`src/rtl/mac_mdc_tile_sched.sv`:
```
// rtl/mac_mdc_tile_sched.sv - per-tile start/done sequencer for the MAC MDC HWPE controller.
// Optional watchdog: define MAC_MDC_TILE_SCHED_WATCHDOG_EN.
module mac_mdc_tile_sched #(
  parameter int unsigned ADDR_W      = 32,
  parameter int unsigned CNT_W       = 16,
  parameter int unsigned TIMEOUT_CYC = 65535
) (
  input  logic                clk_i,
  input  logic                rst_ni,
  input  logic                clear_i,
  input  logic                job_valid_i,
  output logic                job_ready_o,
  input  logic [4*ADDR_W-1:0] job_addr_i,
  input  logic [4*ADDR_W-1:0] job_stride_i,
  input  logic [CNT_W-1:0]    job_ntiles_i,
  output logic                tile_start_o,
  input  logic                tile_ready_i,
  output logic [4*ADDR_W-1:0] tile_addr_o,
  output logic [CNT_W-1:0]    tile_idx_o,
  input  logic                tile_done_i,
  output logic                busy_o,
  output logic                evt_o,
  output logic                err_o
);

  typedef enum logic [1:0] {IDLE, ISSUE, RUN, FINISH} state_e;

  state_e            state_q, state_d;
  logic [ADDR_W-1:0] addr_q   [4];
  logic [ADDR_W-1:0] stride_q [4];
  logic [CNT_W-1:0]  ntiles_q, idx_q;
  logic              last_tile;
  logic              timeout;
  logic              accept;
  logic              advance;

  assign last_tile = (idx_q == ntiles_q - CNT_W'(1));
  assign accept    = (state_q == IDLE) && job_valid_i;
  assign advance   = (state_q == RUN) && tile_done_i && !last_tile;

`ifdef MAC_MDC_TILE_SCHED_WATCHDOG_EN
  localparam int unsigned WD_W = $clog2(TIMEOUT_CYC + 1);

  logic [WD_W-1:0] wd_cnt_q;
  logic            err_q;

  // A done arriving in the timeout cycle wins, so timeout alone never masks it.
  assign timeout = (state_q == RUN) && (wd_cnt_q == WD_W'(TIMEOUT_CYC - 1));
  assign err_o   = err_q;

  always_ff @(posedge clk_i or negedge rst_ni) begin
    if (!rst_ni) begin
      wd_cnt_q <= '0;
      err_q    <= 1'b0;
    end else if (clear_i) begin
      wd_cnt_q <= '0;
      err_q    <= 1'b0;
    end else begin
      if (state_q == ISSUE && tile_ready_i) wd_cnt_q <= '0;
      else if (state_q == RUN)              wd_cnt_q <= wd_cnt_q + WD_W'(1);
      if (accept)                           err_q <= 1'b0;
      else if (timeout && !tile_done_i)     err_q <= 1'b1;
    end
  end
`else
  logic unused_timeout;
  assign unused_timeout = ^TIMEOUT_CYC;
  assign timeout        = 1'b0;
  assign err_o          = 1'b0;
`endif

  always_comb begin
    state_d = state_q;
    case (state_q)
      IDLE:    if (job_valid_i) state_d = (job_ntiles_i == '0) ? FINISH : ISSUE;
      ISSUE:   if (tile_ready_i) state_d = RUN;
      RUN: begin
        if (tile_done_i)  state_d = last_tile ? FINISH : ISSUE;
        else if (timeout) state_d = FINISH;
      end
      FINISH:  state_d = IDLE;
      default: state_d = IDLE;
    endcase
  end

  always_ff @(posedge clk_i or negedge rst_ni) begin
    if (!rst_ni) begin
      state_q  <= IDLE;
      ntiles_q <= '0;
      idx_q    <= '0;
      for (int k = 0; k < 4; k++) begin
        addr_q[k]   <= '0;
        stride_q[k] <= '0;
      end
    end else if (clear_i) begin
      state_q  <= IDLE;
      ntiles_q <= '0;
      idx_q    <= '0;
      for (int k = 0; k < 4; k++) begin
        addr_q[k]   <= '0;
        stride_q[k] <= '0;
      end
    end else begin
      state_q <= state_d;
      if (accept) begin
        ntiles_q <= job_ntiles_i;
        idx_q    <= '0;
        for (int k = 0; k < 4; k++) begin
          addr_q[k]   <= job_addr_i[k*ADDR_W +: ADDR_W];
          stride_q[k] <= job_stride_i[k*ADDR_W +: ADDR_W];
        end
      end else if (advance) begin
        idx_q <= idx_q + CNT_W'(1);
        // Modular add: a two's-complement stride walks addresses downward.
        for (int k = 0; k < 4; k++) addr_q[k] <= addr_q[k] + stride_q[k];
      end
    end
  end

  for (genvar g = 0; g < 4; g++) begin : g_addr
    assign tile_addr_o[g*ADDR_W +: ADDR_W] = addr_q[g];
  end

  assign job_ready_o  = (state_q == IDLE);
  assign busy_o       = (state_q != IDLE);
  assign tile_start_o = (state_q == ISSUE);
  assign evt_o        = (state_q == FINISH);
  assign tile_idx_o   = idx_q;

endmodule

```
`config.mk`:
```
export PLATFORM = sky130hd
export DESIGN_NAME = mac_mdc_tile_sched
export DESIGN_NICKNAME = d
export VERILOG_FILES = /design/src/rtl/mac_mdc_tile_sched.sv
export SDC_FILE = /design/constraint.sdc
export NUM_CORES = 1
export LEC_CHECK = 0
export CORE_MARGIN = 5
export CORE_UTILIZATION = 40
export DETAILED_ROUTE_END_ITERATION = 7
export PLACE_DENSITY = 0.68
export SLEW_MARGIN = 40
export SYNTH_ARGS = -nofsm -noshare
export SYNTH_HDL_FRONTEND = slang
export SYNTH_SLANG_ARGS = --single-unit
```
`constraint.sdc`:
```
create_clock -name clk_i -period 3.2 [get_ports clk_i]
set_input_delay 0.64 -clock clk_i [delete_from_list [all_inputs] [get_ports clk_i]]
set_output_delay 0.64 -clock clk_i [all_outputs]
set_load 0.01 [all_outputs]
```
After elaboration in Yosys (flattened, before gate mapping):

Cells that the tools add are included.

* eq/ne operators: 7
* reduce and logical (&&, ||, !) cells: 10
* multiplexer cells: 17
* $add $sub $neg: 6

Operators by type and width (count)
* 2-to-1 mux 128 bit: 5
* adder 32 bit: 4
* 2-to-1 mux 16 bit: 5
* adder 16 x 1 -> 16 bit, second input constant: 1
* == test 16 bit: 1
* logical NOT 16 bit: 1
* subtractor 16 x 1 -> 16 bit, second input constant: 1
* 2-to-1 mux 2 bit: 6
* one-hot mux 2 bit (4 select lines): 1
* != test 3 bit, second input constant: 2
* == test 2 bit, second input constant: 2
* nonzero test 2 bit: 2
* logical AND 1 bit: 3
* != test 3 x 2 -> 1 bit, second input constant: 1
* AND reduction 3 bit: 1
* nonzero test 3 bit: 1
* == test 2 x 1 -> 1 bit, second input constant: 1
* logical NOT 2 bit: 1
* logical NOT 1 bit: 1

* output and inout port bits: 149
* bits in registers: 290
* word-level logic and storage cells: 51
* input port bits: 278

Depth between registers and ports, before layout:

Gate-level depths: netlist (run 1).

* word-level depth: 7
* mapped depth: 15
* depth with buffers taken out: 13

Worst setup path after synthesis (run 1):

No wires, ideal clock.

* path type: reg2reg
* start: register addr_q, in the netlist tile_addr_o[32]
* end: register addr_q, in the netlist tile_addr_o[56]
* data required time: 3.106 ns
* data arrival time: 3.173 ns
* setup slack: -0.067 ns
* clock period less this slack: 3.267 ns
* stages on the path, launching flop included: 14
* library setup time: 0.094 ns
* path buffers: 0
* cells stage by stage: dfrtp_1 -> ha_1 -> inv_1 -> fa_1 -> nor2b_1 -> o21ai_0 -> a21oi_1 -> o22ai_1 -> o41ai_1 -> a221o_1 -> a31oi_1 -> o21ai_0 -> or3b_1 -> a211oi_1

* word-level cells in the longest chain between the ends: 4

RTL lines
* start, declared: RTL line 29 `logic [ADDR_W-1:0] addr_q [4];`
* start signal, assigned by index: RTL line 109 `addr_q[k] <= job_addr_i[k*ADDR_W +: ADDR_W];`
* adder 32 bit: RTL line 115 `for (int k = 0; k < 4; k++) addr_q[k] <= addr_q[k] + stride_q[k];`
* 2-to-1 mux 128 bit: RTL line 112 `end else if (advance) begin`
* 2-to-1 mux 128 bit: RTL line 105 `if (accept) begin`
* 2-to-1 mux 128 bit: RTL line 95 `end else if (clear_i) begin`

Every way passes these cells. The select of a mux whose other input is x is not followed.
A chain may end at the register's enable or synchronous reset.

Worst setup path after layout (run 1):

* start: register ntiles_q[0]
* end: register addr_q, in the netlist tile_addr_o[94]

* word-level cells in the longest chain between the ends: 5

RTL lines
* start, declared: RTL line 31 `logic [CNT_W-1:0] ntiles_q, idx_q;`
* start signal, assigned: RTL line 106 `ntiles_q <= job_ntiles_i;`
* subtractor 16 x 1 -> 16 bit: RTL line 37 `assign last_tile = (idx_q == ntiles_q - CNT_W'(1));`
* == test 16 bit: RTL line 37
* logical NOT 1 bit: RTL line 39 `assign advance = (state_q == RUN) && tile_done_i && !last_tile;`
* logical AND 1 bit: RTL line 39
* nonzero test 3 bit (no line)

Every way passes these cells.

==> qor.yml, run 1 <==
dpl_cell_area_sq_um: 25100
critical_path.most_common_cell: "buf_12"
finish.net_count: 3271
dp.cells: 3397
layout-drive-gt1-share_pct: 12.0
worstSetupStartpointType: "register"
power_density_nw_per_um2: 438
root_buffer: "clkbuf_16"
synth_most_common_cell: "nand2_1"
status: "complete, no violations"
critical-path-slowest-cell: "or4b_4"
firstDrtPassIters: 7
period_share_pct: 99.7
post_synth_inst_count: 2366
report.final.setup_viol: 0
timing.final.hold_violations: 0
die-height_um: 230
hp-class: "in -> async"
syn_area_per_cell_sq_um: 8.22
worst_pin_slew_ns: 0.844
crit_chain: "inv_1 > ha_2 > or4b_4 > buf_6 > nor4_4 > xnor2_1 > a2111oi_2 > and3_1 > nand4_4 > nand2_8 > buf_12 > buf_12 > nor4_1 > mux2_2 > nor3_2"
layout_overhead_on_the_synthesized_area_pct: 41.0
floorplan.die_area_sq_um: 53100
postSynthRegisterBits: 290
worst_r2r_endpoint: "tile_addr_o[94]"
clock_path_buffers: 3
period_needed_ns: 3.19
path_delay_family: "simple AND/OR/NAND/NOR gates"
power.leakage_uw: 0.0121
ys_warn_count: 0
route.detailed.drc: 0
grt-ovfl-total: 0
slew_headroom_pct: 43.7
floorplan.rows: 80
detailed_place_hpwl_mm: 51.0
synthFlopType: "dfrtp_1"
portion_of_synthesized_cell_area_occupied_by_the_leading_cell_type_pct: 37.3
worst_clock_skew_ns: 0.0246
rsz_0062_raised_after_global_routing: "true"
drtIter0Drc: 1419
placeableCoreArea_sq_um: 47900
route.detailed.wl_per_inst_um: 20.3
synth-edff-count: 0
setup.worst_path.end_class: "register"
timing.critical_path.required_ns: 3.67
instances_no_fill: 3508
setup.worst_path.class: "reg -> reg"
ys_top_cells_by_area: "dfrtp_1 37%, ha_1 8.1%, nand2_1 7.5%"
drv_slew: 0
clkSlewWorstSetupHoldPaths_ns: 0.06
initial_core_util_pct: 40.5
viasPerCell: 5.70
achievable-frequency_ghz: 0.313
regToRegSetupSlack_ns: 0.01
cts_tree: "yes"
mappedNetlistNets: 2774
tritoncts.num_buffers: 37
synth_cell_types: 83
peakVddDrop_v: 0.000327
die_extent_in_x_um: 230
async_reset_ff_share_pct: 100
grt_pass1_vias: 19763
tns_ns: 0
routabilityCongestion: 0.933
syn_area_sq_um: 19400
grt_antenna_before_repair: 12
antenna_left: 0
rr_worst_depth: 15
stdcell_area_sq_um: 27400
synth_seq_area_share_pct: 37.3
num_vias: 19983
worst_ep_arrival_time_ns: 3.66
htreeDepth: 2
insertion_delay_ns: 0.55
io_pins: 427
grtUsageTotal_pct: 25.0
most_frequent_cells_after_synthesis: "387 x nand2_1, 290 x dfrtp_1, 268 x a21oi_1"
cap_violations: 0
grt_max_degree: 159
timing.rr.start: "ntiles_q[0]"
crit_path_max_fanout: 9
post-synth-top-area-cell: "dfrtp_1"
drt-total-wl_mm: 71.3
timing.critical_path.buf_inv: 4
placement.io_buffers: 425
wire_length_of_the_first_global_routing_pass_mm: 109
clock_sinks: 290
cp_slowest_stage_delay_ns: 0.50
[registers in the layout (all words and copies together), names as in the netlist]
register	flops
ntiles_q	16
state_q	2
tile_addr_o	128
tile_idx_o	16
stride_q	128
[routing by layer]
| metal | wire length, um | share of wire (%) | track usage, % |
|---|---|---|---|
| met5 | 60 | 0.084 | 0 |
| met4 | 1930 | 2.7 | 7.86 |
| met3 | 4990 | 7.0 | 5.84 |
| met2 | 33500 | 47 | 40.4 |
| met1 | 30900 | 43 | 33.5 |
[final cells by class]
| type | instances | area, sq um |
|---|---|---|
| Multi-Input combinational cell | 1891 | 12000 |
| Sequential cell | 290 | 7260 |
| Antenna cell | 7 | 17.5 |
| Timing Repair Buffer | 592 | 6020 |
| Fill cell | 4371 | 20500 |
| Clock buffer | 53 | 1100 |
| Inverter | 51 | 191 |
| Tap cell | 615 | 769 |
| Clock inverter | 9 | 98.8 |
[kinds of logic after synthesis]
group	after synthesis	synth area share [%]
DFF	290	37.3
xor gates and xnor gates	133	5.99
and+or+nand+nor	923	21.0
other	1	0.0193
AOI/OAI and AO/OA	688	22.3
muxes	16	0.837
buffers and inverters	185	4.02
adders and majority gates	130	8.52
[repair_timing]
| item | CTS | global route |
|---|---|---|
| buffers inserted | 1 | 32 |
| gates resized for setup | 11 | 129 |
| setup endpoints to repair | 41 | 123 |
| hold buffers | 0 | 0 |
| gates cloned | 0 | 9 |
| pin swaps | 4 | 59 |
[layout by cell type (no fill, tap or decap), types with 23 or more instances in the layout]
cell,count
clkdlybuf4s50_1,423
nand2_1,383
dfrtp_1,290
a21oi_1,265
nor2_1,244
buf_4,123
ha_1,121
nor3_1,103
o21ai_0,91
xnor2_1,70
xor2_1,63
a21o_1,52
a211oi_1,50
inv_1,49
clkbuf_16,47
a211oi_2,43
nand3_1,28
nor4_1,25
buf_12,23
[how the worst max path moves through the flow]
| stage | start | end | cells past startpoint |
|---|---|---|---|
| floorplan | ntiles_q[0] | tile_addr_o[94] | 15 |
| global placement | tile_addr_o[65] | tile_addr_o[89] | 12 |
| detailed placement | tile_addr_o[96] | tile_addr_o[126] | 14 |
| CTS | tile_addr_o[96] | tile_addr_o[126] | 14 |
| global route | ntiles_q[1] | tile_addr_o[94] | 14 |
| finish | ntiles_q[0] | tile_addr_o[94] | 15 |
[stage by stage]
| step | hold WS (ns) | utilization (%) | worst slack, ns | power (uW) |
|---|---|---|---|---|
| finish | 0.0408 | 57.2 | 0.00989 | 12000 |
| global route | 0.0664 | 57.2 | -0.167 | 12600 |
| CTS | 0.0341 | 55.0 | 0.000759 | 11900 |
| detailed placement | 0.522 | 52.4 | -0.109 | 7670 |
| global placement | 0.517 | 52.4 | -0.0878 | 7610 |
| floorplan | 0.344 | - | 0.0850 | 6090 |
[where the power goes]
| group | total (uW) | internal, uW | switching, uW |
|---|---|---|---|
| registers | 4270 | 3970 | 300 |
| logic | 3540 | 1670 | 1870 |
| clock network | 4210 | 2530 | 1670 |
No activity file was read; power rests on OpenSTA's default activity.
==> run 2, diff against run 1 <==
Settings changed: PLACE_DENSITY 0.68 to 0.72, SLEW_MARGIN 40 to not set.
==> run 2 against run 1 <==
The flow now finishes with violations (negative setup slack); register-to-register slack worse by 0.08 ns; clock-buffer cell count down 3; die area unchanged; critical endpoint is now tile_idx_o[7]; sequential share of layout area down 0.069 points; maximum frequency down 2.3%; core utilization up 0.15 points; critical path depth down 1.
==> qor.yml, run 2 (same netlist as run 1, synthesis figures left out) <==
status: "finished with violations"
violations: "negative setup slack"
peakVddDrop_v: 0.000357  # +9.1%
floorplan.rows: 80  # unchanged
report.final.setup_viol: 30  # +30
drv_slew: 0  # unchanged
layout_common_cells: "423 x clkdlybuf4s50_1, 383 x nand2_1, 290 x dfrtp_1"
clock_power_share_pct: 34.8  # -0.2 points
clkSlewWorstSetupHoldPaths_ns: 0.06  # about the same
timing.final.hold_violations: 0  # unchanged
detailed_place_hpwl_mm: 50.6  # -0.62%
grt_max_degree: 146  # -8.2%
cell_internal_pwr_uw: 8200  # +0.34%
num-fill-cells: 4260  # -2.5%
power.sequential.fraction_pct: 35.4  # about the same
tritoncts.num_buffers: 35  # -5.4%
period_needed_ns: 3.27  # +0.0755 ns
insertion_delay_ns: 0.54  # about the same
achievable-frequency_ghz: 0.306  # -2.3%
worst_r2r_endpoint: "tile_idx_o[7]"
layout-drive-gt1-share_pct: 12.0  # +0.030 points
placement.io_buffers: 425  # unchanged
wire_length_of_the_first_global_routing_pass_mm: 107  # -1.3%
layout_overhead_on_the_synthesized_area_pct: 41.4
instances_no_fill: 3504  # -0.11%
drtIter0Drc: 1479  # +4.2%
grt_antenna_before_repair: 7  # -5
rsz_0062_raised_after_global_routing: "true"
cts_tree: "yes"
io_pins: 427  # unchanged
timing.critical_path.required_ns: 3.61  # -0.06 ns
tns_ns: -0.737  # -0.737 ns
finish.net_count: 3273  # +0.061%
antenna_left: 0  # unchanged
period_share_pct: 102  # +2.4 points
die_extent_in_x_um: 230  # unchanged
clock_path_buffers: 3  # unchanged
routabilityCongestion: 0.925  # -0.87%
cap_violations: 0  # unchanged
worst_clock_skew_ns: 0.0157  # -0.00895 ns
hp-class: "in -> async"
setup.worst_path.end_class: "register"
place_worst_setup_slack_ns: -0.184  # -0.0745 ns
timing.rr.start: "ntiles_q[3]"
setup.worst_path.class: "reg -> reg"
grt_pass1_vias: 19489  # -1.4%
firstDrtPassIters: 6  # -1
power.leakage_uw: 0.0121  # +0.42%
route.detailed.drc: 0  # unchanged
slew_headroom_pct: 50.6  # +6.8 points
placeableCoreArea_sq_um: 47900  # unchanged
worst_ep_arrival_time_ns: 3.68  # +0.02 ns
combPwrFrac_pct: 29.7  # +0.3 points
power_density_nw_per_um2: 437  # -0.11%
mostFrequentLayoutCell: "clkdlybuf4s50_1"
die-height_um: 230  # unchanged
initial_core_util_pct: 40.5  # unchanged
root_buffer: "clkbuf_16"
crit_path_max_fanout: 6  # -3
route.detailed.wl_per_inst_um: 20.5  # +0.91%
worstSetupStartpointType: "register"
grt-ovfl-total: 0  # unchanged
clock_sinks: 290  # unchanged
htreeDepth: 2  # unchanged
viasPerCell: 5.70  # about the same
p_switching_uw: 3830  # -0.26%
drt-total-wl_mm: 71.9  # +0.80%
grtUsageTotal_pct: 24.7  # -0.34 points
layout_setup_ws_ns: -0.0656  # -0.0755 ns
regToRegSetupSlack_ns: -0.07  # -0.08 ns
floorplan.die_area_sq_um: 53100  # unchanged
p_sw_share_pct: 31.9  # -0.13 points
worst_pin_slew_ns: 0.742  # -0.102 ns
num_vias: 19962  # -0.11%
rr_worst_depth: 14  # -1
dp.cells: 3403  # +0.18%
## run 2: area by class of cell
type	count	area [sq um]	share of cell area, %
Timing Repair Buffer	596	6070	22.1
Inverter	51	194	0.705
Clock buffer	50	1060	3.87
Clock inverter	9	124	0.451
Sequential cell	290	7260	26.4
Antenna cell	2	5.00	0.0182
Tap cell	615	769	2.80
Multi-Input combinational cell	1891	12000	43.7
## run 2: timing repair
item	CTS	global route
resized for setup	14	150
hold buffers	0	0
cloned	0	13
setup buffers	5	23
pin swaps	3	79
endpoints found under the setup margin	76	124
## run 2: how the worst max path moves through the flow
stage / slack (ns) / endpoint / depth (start not counted) / start
4_1_cts: 0.0003 / tile_addr_o[63] / 12 / tile_addr_o[33]
2_1_floorplan: 0.08 / tile_addr_o[94] / 15 / ntiles_q[0]
5_1_grt: -0.23 / tile_addr_o[90] / 18 / ntiles_q[1]
6_report: -0.07 / tile_idx_o[7] / 14 / ntiles_q[3]
3_5_place_dp: -0.18 / tile_addr_o[126] / 15 / tile_addr_o[96]
3_3_place_gp: -0.18 / tile_addr_o[126] / 15 / tile_addr_o[96]
## run 2: per-stage QoR
| stage | instance area (sq um) | power [uW] | utilization, % | hold WS [ns] |
|---|---|---|---|---|
| global route | 27500 | 12600 | 57.3 | 0.0841 |
| finish | 27500 | 12000 | 57.3 | 0.0545 |
| global placement | 25100 | 7620 | 52.4 | 0.517 |
| detailed placement | 25100 | 7660 | 52.4 | 0.522 |
| CTS | 26400 | 11900 | 55.1 | 0.0633 |
| floorplan | 19400 | 6090 | - | 0.344 |
## run 2: layer usage
layer  share of wire [%]  track usage [%]  vias up
met1                  43             32.9     9712
met5                0.10                0        -
met2                  47             40.2      690
met3                 7.0             5.25      124
li1                    -                -     9426
met4                 3.0             7.98       10
## run 2: worst max-delay path: stages (launching register included)
cell	delay, ns
dfrtp_1	0.38
or4_4	0.58
nor4_2	0.33
buf_4	0.18
a311oi_1	0.09
a31oi_1	0.18
o22ai_1	0.16
nand4_4	0.15
nand2_8	0.08
buf_6	0.14
buf_4	0.15
buf_4	0.15
or3_1	0.38
xor2_1	0.14
nor2_1	0.05
## run 2: power groups by stage
| stage | clock [uW] | combinational, uW | sequential (uW) |
|---|---|---|---|
| CTS | 4270 | 3400 | 4250 |
| global placement | 0 | 3320 | 4300 |
| floorplan | 0 | 1790 | 4300 |
| detailed placement | 0 | 3360 | 4310 |
| finish | 4190 | 3580 | 4260 |
| global route | 4410 | 3890 | 4290 |
